File: config.mk
export PLATFORM = sky130hd
export DESIGN_NAME = i2c_master_arbiter
export DESIGN_NICKNAME = d
export VERILOG_FILES = /design/src/rtl/i2c_master_arbiter.sv
export SDC_FILE = /design/constraint.sdc
export NUM_CORES = 1
export LEC_CHECK = 0
export CORE_ASPECT_RATIO = 1.4
export CORE_MARGIN = 5
export CORE_UTILIZATION = 38
export CTS_BUF_LIST = sky130_fd_sc_hd__clkbuf_16
export DETAILED_ROUTE_END_ITERATION = 8
export PLACE_DENSITY = 0.89
export SKIP_CTS_REPAIR_TIMING = 1
export SLEW_MARGIN = 0
export SYNTH_ARGS = -nofsm -noshare
export SYNTH_HDL_FRONTEND = slang
export SYNTH_SLANG_ARGS = --single-unit
File: constraint.sdc
create_clock -name clock -period 2.4 [get_ports clock]
set_input_delay 0.36 -clock clock [delete_from_list [all_inputs] [get_ports clock]]
set_output_delay 0.36 -clock clock [all_outputs]
set_load 0.005 [all_outputs]
File: src/rtl/i2c_master_arbiter.sv
// Round-robin front end that lets NUM_REQUESTERS clients share one i2c_master.
// One request is latched, launched, tracked through master_busy and answered.
module i2c_master_arbiter #(
  parameter int NUM_REQUESTERS = 4,
  parameter int DATA_WIDTH     = 8,
  parameter int REGISTER_WIDTH = 8,
  parameter int ADDRESS_WIDTH  = 7,
  parameter int START_TIMEOUT  = 16
) (
  input  logic                                     clock,
  input  logic                                     reset,
  input  logic [NUM_REQUESTERS-1:0]                requester_valid,
  input  logic [NUM_REQUESTERS-1:0]                requester_read_write,
  input  logic [NUM_REQUESTERS*ADDRESS_WIDTH-1:0]  requester_device_address,
  input  logic [NUM_REQUESTERS*REGISTER_WIDTH-1:0] requester_register_address,
  input  logic [NUM_REQUESTERS*DATA_WIDTH-1:0]     requester_mosi_data,
  output logic [NUM_REQUESTERS-1:0]                requester_ready,
  output logic [NUM_REQUESTERS-1:0]                response_valid,
  output logic                                     response_error,
  output logic [DATA_WIDTH-1:0]                    response_miso_data,
  input  logic [15:0]                              divider,
  output logic                                     master_enable,
  output logic                                     master_read_write,
  output logic [ADDRESS_WIDTH-1:0]                 master_device_address,
  output logic [REGISTER_WIDTH-1:0]                master_register_address,
  output logic [DATA_WIDTH-1:0]                    master_mosi_data,
  output logic [15:0]                              master_divider,
  input  logic [DATA_WIDTH-1:0]                    master_miso_data,
  input  logic                                     master_busy
);

  localparam int GW   = (NUM_REQUESTERS > 1) ? $clog2(NUM_REQUESTERS) : 1;
  localparam int SW   = GW + 1;
  localparam int CW   = $clog2(START_TIMEOUT) + 1;
  localparam int TLIM = START_TIMEOUT - 2;
  localparam int LAST = NUM_REQUESTERS - 1;

  typedef enum logic [2:0] {IDLE, ISSUE, WAIT_BUSY, WAIT_DONE, RESPOND} state_t;

  state_t                      state, state_next;
  logic [GW-1:0]               grant, grant_next, last_grant, last_grant_next, winner;
  logic [SW-1:0]               cand_sum;
  logic                        found;
  logic [CW-1:0]               count, count_next;
  logic                        timeout_hit;
  logic [NUM_REQUESTERS-1:0]   winner_onehot, grant_onehot;
  logic                        sel_rw;
  logic [ADDRESS_WIDTH-1:0]    sel_dev;
  logic [REGISTER_WIDTH-1:0]   sel_reg;
  logic [DATA_WIDTH-1:0]       sel_data;

  logic [NUM_REQUESTERS-1:0]   ready_next, resp_valid_next;
  logic                        error_next, enable_next, rw_next;
  logic [DATA_WIDTH-1:0]       miso_next, mosi_next;
  logic [ADDRESS_WIDTH-1:0]    dev_next;
  logic [REGISTER_WIDTH-1:0]   reg_next;
  logic [15:0]                 div_next;

  // Rotating search: first valid requester after the last one granted.
  always_comb begin
    found    = 1'b0;
    winner   = '0;
    cand_sum = '0;
    for (int k = 0; k < NUM_REQUESTERS; k++) begin
      cand_sum = {1'b0, last_grant} + SW'(k + 1);
      if (cand_sum >= SW'(NUM_REQUESTERS))
        cand_sum = cand_sum - SW'(NUM_REQUESTERS);
      if (!found && requester_valid[cand_sum[GW-1:0]]) begin
        found  = 1'b1;
        winner = cand_sum[GW-1:0];
      end
    end
  end

  always_comb begin
    sel_rw   = 1'b0;
    sel_dev  = '0;
    sel_reg  = '0;
    sel_data = '0;
    for (int i = 0; i < NUM_REQUESTERS; i++) begin
      if (winner == GW'(i)) begin
        sel_rw   = requester_read_write[i];
        sel_dev  = requester_device_address[i*ADDRESS_WIDTH +: ADDRESS_WIDTH];
        sel_reg  = requester_register_address[i*REGISTER_WIDTH +: REGISTER_WIDTH];
        sel_data = requester_mosi_data[i*DATA_WIDTH +: DATA_WIDTH];
      end
    end
  end

  assign winner_onehot = {{(NUM_REQUESTERS-1){1'b0}}, 1'b1} << winner;
  assign grant_onehot  = {{(NUM_REQUESTERS-1){1'b0}}, 1'b1} << grant;
  // Counter value k means the (k+1)-th WAIT_BUSY cycle; leave on the one that makes it START_TIMEOUT-1.
  assign timeout_hit   = (count == CW'(TLIM));

  always_ff @(posedge clock) begin
    if (reset) begin
      state                   <= IDLE;
      grant                   <= '0;
      last_grant              <= GW'(LAST);
      count                   <= '0;
      requester_ready         <= '0;
      response_valid          <= '0;
      response_error          <= 1'b0;
      response_miso_data      <= '0;
      master_enable           <= 1'b0;
      master_read_write       <= 1'b0;
      master_device_address   <= '0;
      master_register_address <= '0;
      master_mosi_data        <= '0;
      master_divider          <= '0;
    end else begin
      state                   <= state_next;
      grant                   <= grant_next;
      last_grant              <= last_grant_next;
      count                   <= count_next;
      requester_ready         <= ready_next;
      response_valid          <= resp_valid_next;
      response_error          <= error_next;
      response_miso_data      <= miso_next;
      master_enable           <= enable_next;
      master_read_write       <= rw_next;
      master_device_address   <= dev_next;
      master_register_address <= reg_next;
      master_mosi_data        <= mosi_next;
      master_divider          <= div_next;
    end
  end

  always_comb begin
    state_next = state;
    case (state)
      IDLE:      if (!master_busy && found) state_next = ISSUE;
      ISSUE:     state_next = WAIT_BUSY;
      WAIT_BUSY: if (master_busy) state_next = WAIT_DONE;
                 else if (timeout_hit) state_next = RESPOND;
      WAIT_DONE: if (!master_busy) state_next = RESPOND;
      RESPOND:   state_next = IDLE;
      default:   state_next = IDLE;
    endcase
  end

  // Next values for every registered output; fields and response data hold by default.
  always_comb begin
    grant_next      = grant;
    last_grant_next = last_grant;
    count_next      = count;
    ready_next      = '0;
    resp_valid_next = '0;
    enable_next     = 1'b0;
    error_next      = response_error;
    miso_next       = response_miso_data;
    rw_next         = master_read_write;
    dev_next        = master_device_address;
    reg_next        = master_register_address;
    mosi_next       = master_mosi_data;
    div_next        = master_divider;
    case (state)
      IDLE: begin
        if (!master_busy && found) begin
          grant_next      = winner;
          last_grant_next = winner;
          ready_next      = winner_onehot;
          enable_next     = 1'b1;
          rw_next         = sel_rw;
          dev_next        = sel_dev;
          reg_next        = sel_reg;
          mosi_next       = sel_data;
          div_next        = divider;
        end
      end
      ISSUE: count_next = '0;
      WAIT_BUSY: begin
        if (!master_busy) begin
          count_next = count + 1'b1;
          if (timeout_hit) begin
            resp_valid_next = grant_onehot;
            error_next      = 1'b1;
            miso_next       = '0;
          end
        end
      end
      WAIT_DONE: begin
        if (!master_busy) begin
          resp_valid_next = grant_onehot;
          error_next      = 1'b0;
          miso_next       = master_read_write ? master_miso_data : '0;
        end
      end
      default: ;
    endcase
  end

endmodule

After elaboration in Yosys (flattened, before gate mapping)
Cells that the tools add are included.
Cells by class
  add/sub/neg operators: 9
  $mul: 0
  div/mod/pow operators: 0
  magnitude comparators: 8
  equal/unequal tests: 12
  shifts and indexed selects: 2
  muxes and demuxes: 57
  bitwise operators: 2
  reductions and logical operators: 18
Operator list (number)
  8-bit two-way mux: 12
  7-bit two-way mux: 4
  1-bit two-way mux: 16
  2-bit two-way mux: 8
  8-bit one-hot mux with 2 select lines: 1
  3-bit >= comparator, second input constant: 4
  2-bit by 3-bit less-than comparator with 1-bit output, second input constant: 4
  3-bit two-way mux: 4
  4-bit two-way mux: 3
  3-bit one-hot mux with 4 select lines: 1
  5-bit one-hot mux with 2 select lines: 1
  1-bit binary-select mux with 2-bit select: 4
  2-bit inequality test, second input constant: 4
  4-bit one-hot mux with 2 select lines: 1
  1-bit by 2-bit left shift with 4-bit output, first input constant: 2
  2-bit by 1-bit subtractor with 2-bit output, second input constant: 4
  2-bit by 2-bit adder with 3-bit output, second input constant: 2
  3-bit by 2-bit == test with 1-bit output, second input constant: 2
  5-bit by 1-bit adder with 5-bit output, second input constant: 1
  5-bit by 4-bit == test with 1-bit output, second input constant: 1
  5-bit two-way mux: 1
  2-bit == test, second input constant: 2
  1-bit logical AND: 4
  1-bit zero test: 4
  15 further kinds: 18
Storage, ports and cells
  register bits after elaboration: 70
  bits in latches: 0
  memory bits (writable): 0
  memory bits (read-only): 0
  input bits: 127
  output and inout bits: 58
  word-level logic and storage cells: 122
  memories kept: 0

Logic depth before layout (Yosys ltp)
  word-level depth: 20
  mapped depth: 7
  depth with buffers taken out: 7

Least setup slack after synthesis
Ideal clock, no wire load.
  kind: input -> register
  start: in requester_valid[0]
  end: reg master_device_address[1]
  setup time: 0.122 ns
  data arrival time: 1.556 ns
  setup slack: 0.722 ns
  cell stages on the path: 6
  path through: nor2_1 > o31ai_1 > or2_2 > buf_2 > a211oi_1 > o31ai_1
On the way
  longest elaborated chain between the ends: 17
Ends and longest elaborated chain
  start: declaration: RTL line 12  | input logic [NUM_REQUESTERS-1:0] requester_valid,
  1-bit binary-select mux with 2-bit select: RTL line 68  | if (!found && requester_valid[cand_sum[GW-1:0]]) begin
  1-bit two-way mux (implied by the code): RTL line 68
  1-bit two-way mux: RTL line 68
  1-bit zero test: RTL line 68
  1-bit logical AND: RTL line 68
  1-bit two-way mux: RTL line 68
  1-bit zero test: RTL line 68
  1-bit logical AND: RTL line 68
  1-bit two-way mux: RTL line 68
  1-bit zero test: RTL line 68
  1-bit logical AND: RTL line 68
  2-bit two-way mux: RTL line 68
  2-bit zero test: RTL line 81  | if (winner == GW'(i)) begin
  7-bit two-way mux (4 in a row): RTL line 81
  end signal: assignment: RTL line 122  | master_device_address <= dev_next;
  end: declaration: RTL line 24  | output logic [ADDRESS_WIDTH-1:0] master_device_address,
Parallel ways exist; a longest one is shown, timed or not. The select of a mux whose other input is x is not followed.
A chain may end at the register's enable or synchronous reset.

Worst setup path in the final report
  start: in requester_valid[3]
  end: reg master_read_write
On the way
  longest elaborated chain between the ends: 17
Ends and longest elaborated chain
  1-bit binary-select mux with 2-bit select: RTL line 68
  1-bit two-way mux (implied by the code): RTL line 68
  1-bit two-way mux: RTL line 68
  1-bit zero test: RTL line 68
  1-bit logical AND: RTL line 68
  1-bit two-way mux: RTL line 68
  1-bit zero test: RTL line 68
  1-bit logical AND: RTL line 68
  1-bit two-way mux: RTL line 68
  1-bit zero test: RTL line 68
  1-bit logical AND: RTL line 68
  2-bit two-way mux: RTL line 68
  2-bit zero test: RTL line 81
  1-bit two-way mux (4 in a row): RTL line 81
  end signal: assignment: RTL line 121  | master_read_write <= rw_next;
  end: declaration: RTL line 23  | output logic master_read_write,
Parallel ways exist; a longest one is shown, timed or not. The select of a mux whose other input is x is not followed.

==> impl_metrics.tcl <==
set metrics [dict create \
    critPathArrivalTime_ns 2.31 \
    first_global_vias 3665 \
    cts_made_buffers 9 \
    p_leak_nw 2.101 \
    drc 0 \
    period_share_pct 87.78 \
    rr_worst_depth 6 \
    synth_area_um2 3226 \
    root_buffer "clkbuf_16" \
    first_pass_iters 4 \
    drtIter0Drc 143 \
    die_y_um 119.0 \
    placed_cells 630 \
    hold_path.startpoint "master_device_address[4]" \
    status "finished, final reports clean" \
    dpl_cell_area_um2 5213 \
    syn-num-nets 485 \
    synth_common_cells "70 x dfxtp_1, 37 x nand2_1, 35 x a211oi_1, 34 x and3_1, 16 x a22o_1" \
    r2r_slack_ns 0.36 \
    synthArstFlopShare_pct 0 \
    ys.flop_type "dfxtp_1" \
    rr_startpoint "last_grant[1]" \
    grt_pass1_wl_um 17540 \
    yosys.area.top_type "dfxtp_1" \
    reg2reg_to "master_read_write" \
    ant_nets 0 \
    vias 3600 \
    die-area_um2 10460 \
    period_needed_ns 2.107 \
    cp_max_fo 21 \
    synth_area_per_cell_um2 9.061 \
    cellPowerDensity_nw_per_um2 649.2 \
    synth_area_leaders "dfxtp_1 43%, a211oi_1 8.1%, and3_1 6.6%" \
    setup_viol 0 \
    ios 185 \
    yosysMostFrequentCell "dfxtp_1" \
    ys_types 51 \
    finalNetCount 669 \
    hold_end "master_device_address[4]" \
    overflow 0 \
    grt_usage_pct 21.49 \
    cts_tree "done" \
    layout.cells.non_filler 647 \
    core_um2 8247 \
    fmax_mhz 474.7 \
    viasPerCell 5.564 \
    antenna_found_initial 0 \
    grt_start_max_net_pins 45 \
    h-tree-depth 3 \
    slew_headroom_pct 59.10 \
    place_hpwl_um 8942 \
    die_w_um 87.87 \
    ir_worst_vdd_mv 0.4046 \
    gp_congestion 0.7992 \
    synth_edf_count 0 \
    rows 39 \
    crit_required_ns 2.61 \
    hold_depth 2 \
    tightest_slew_ns 0.6120 \
    hold_violations 0 \
    cts_buffer_depth 2 \
    cts_sinks 70 \
    yosys_warnings 0 \
    yosysSeqAreaShare_pct 43.44 \
    worstSetupPathType "in -> reg" \
    drv_slew 0 \
    area_growth_pct 71.68 \
    skew_ns 0.006590 \
    synth_cells 356 \
    path_clk_slew_ns 0.05 \
    clock_latency_ns 0.33 \
    finalInstanceArea_um2 5538 \
    portBuffers 184 \
    drt-total-wl_um 11780 \
    wl_per_cell_um 18.20 \
    fill_cells 673 \
    ys_seq_elements 70 \
    synth_top_area_share_pct 43.44 \
    max_cap_violations 0 \
    power.total_w 0.003595 \
    start_util_pct 39.11 \
    hold_path.class "reg -> reg" \
    diodes 0 \
    rsz0062_at_grt "no" \
    drive_above_1_share_pct 9.174 \
    worst_setup_path_end_kind "register" \
    worstSetupStartpointType "primary input" \
]
## report_power, final
group / total (W) / internal, W / leakage, nW / switching [W]
sequential: 0.00131 / 0.00125 / 0.571 / 0.0000566
combinational: 0.000896 / 0.000513 / 1.38 / 0.000383
clock: 0.00139 / 0.000901 / 0.149 / 0.000487
total: 0.00360 / 0.00267 / 2.10 / 0.000927
## layer usage
| metal | vias up | GRT usage [%] | part of all wire (%) |
|---|---|---|---|
| met2 | 160 | 39.95 | 54 |
| met5 | - | 0 | 0 |
| met4 | 0 | 9.885 | 4.0 |
| li1 | 1711 | - | - |
| met3 | 34 | 7.251 | 8.8 |
| met1 | 1695 | 20.57 | 34 |
## cell type report
| class | count | area, µm² | area share, % |
|---|---|---|---|
| Multi-Input combinational cell | 252 | 1673 | 30.21 |
| Tap cell | 102 | 127.6 | 2.305 |
| Inverter | 6 | 27.53 | 0.4971 |
| Clock inverter | 7 | 88.84 | 1.604 |
| Clock buffer | 9 | 225.2 | 4.067 |
| Timing Repair Buffer | 201 | 1994 | 36.01 |
| Sequential cell | 70 | 1401 | 25.30 |
## sequential cells by signal, summed over array words and instances, names as in the netlist
name and cells:
master_divider 16, master_mosi_data 8, master_register_address 8, response_miso_data 8
master_device_address 7, count 5, requester_ready 4, response_valid 4
state 3, grant 2, last_grant 2, master_enable 1
master_read_write 1, response_error 1
## cell usage in the layout (no fill, tap or decap), drive strengths merged, types with 4 or more instances in the layout
cell type / instances
o21ai: 22
nor3: 5
a211oi: 36
o221ai: 17
nor2: 13
clkinv: 4
inv: 5
a21oi: 12
clkdlybuf4s50: 184
clkbuf: 9
nand3: 7
and3: 34
nand2: 38
a22oi: 5
nor2b: 5
a22o: 16
dfxtp: 70
o31ai: 9
buf: 17
## critical path, cell delays in order
cell and delay [ns]:
clkdlybuf4s50_1 0.47, buf_4 0.19, a21boi_0 0.14, o21bai_2 0.40, nand2_2 0.09, buf_4 0.23
a211oi_1 0.33, o31ai_1 0.11
## through the flow
stage	util (%)	setup TNS, ns	setup WS, ns	hold slack [ns]
floorplan	-	0	0.7216	0.4460
global placement	63.21	-0.7683	-0.07663	0.4349
CTS	67.02	0	0.1493	0.4502
finish	67.15	0	0.2932	0.4460
global route	67.15	0	0.1655	0.4719
detailed placement	63.21	-5.675	-0.1997	0.4387
## how the worst max path moves through the flow
| stage | from | end | slack [ns] | cells after the start |
|---|---|---|---|---|
| floorplan | requester_valid[0] | master_device_address[1] | 0.72 | 6 |
| global placement | requester_valid[1] | last_grant[0] | -0.08 | 5 |
| CTS | requester_valid[1] | last_grant[1] | 0.15 | 5 |
| global route | requester_valid[1] | master_read_write | 0.17 | 6 |
| finish | requester_valid[3] | master_read_write | 0.29 | 8 |
| detailed placement | requester_valid[1] | last_grant[0] | -0.20 | 5 |
## logic make-up (layout without fill, tap and decap cells)
logic type	count (synthesis)	in the layout	share of synthesized area (%)
and+or+nand+nor	117	118	19.36
DFF	70	70	43.44
muxes	1	1	0.4653
buffers and inverters	35	223	5.314
xor gates and xnor gates	2	2	0.5432
adders and majority gates	2	2	0.7757
AOI/OAI and AO/OA	129	129	30.10
(Power assumes the default switching activity.)
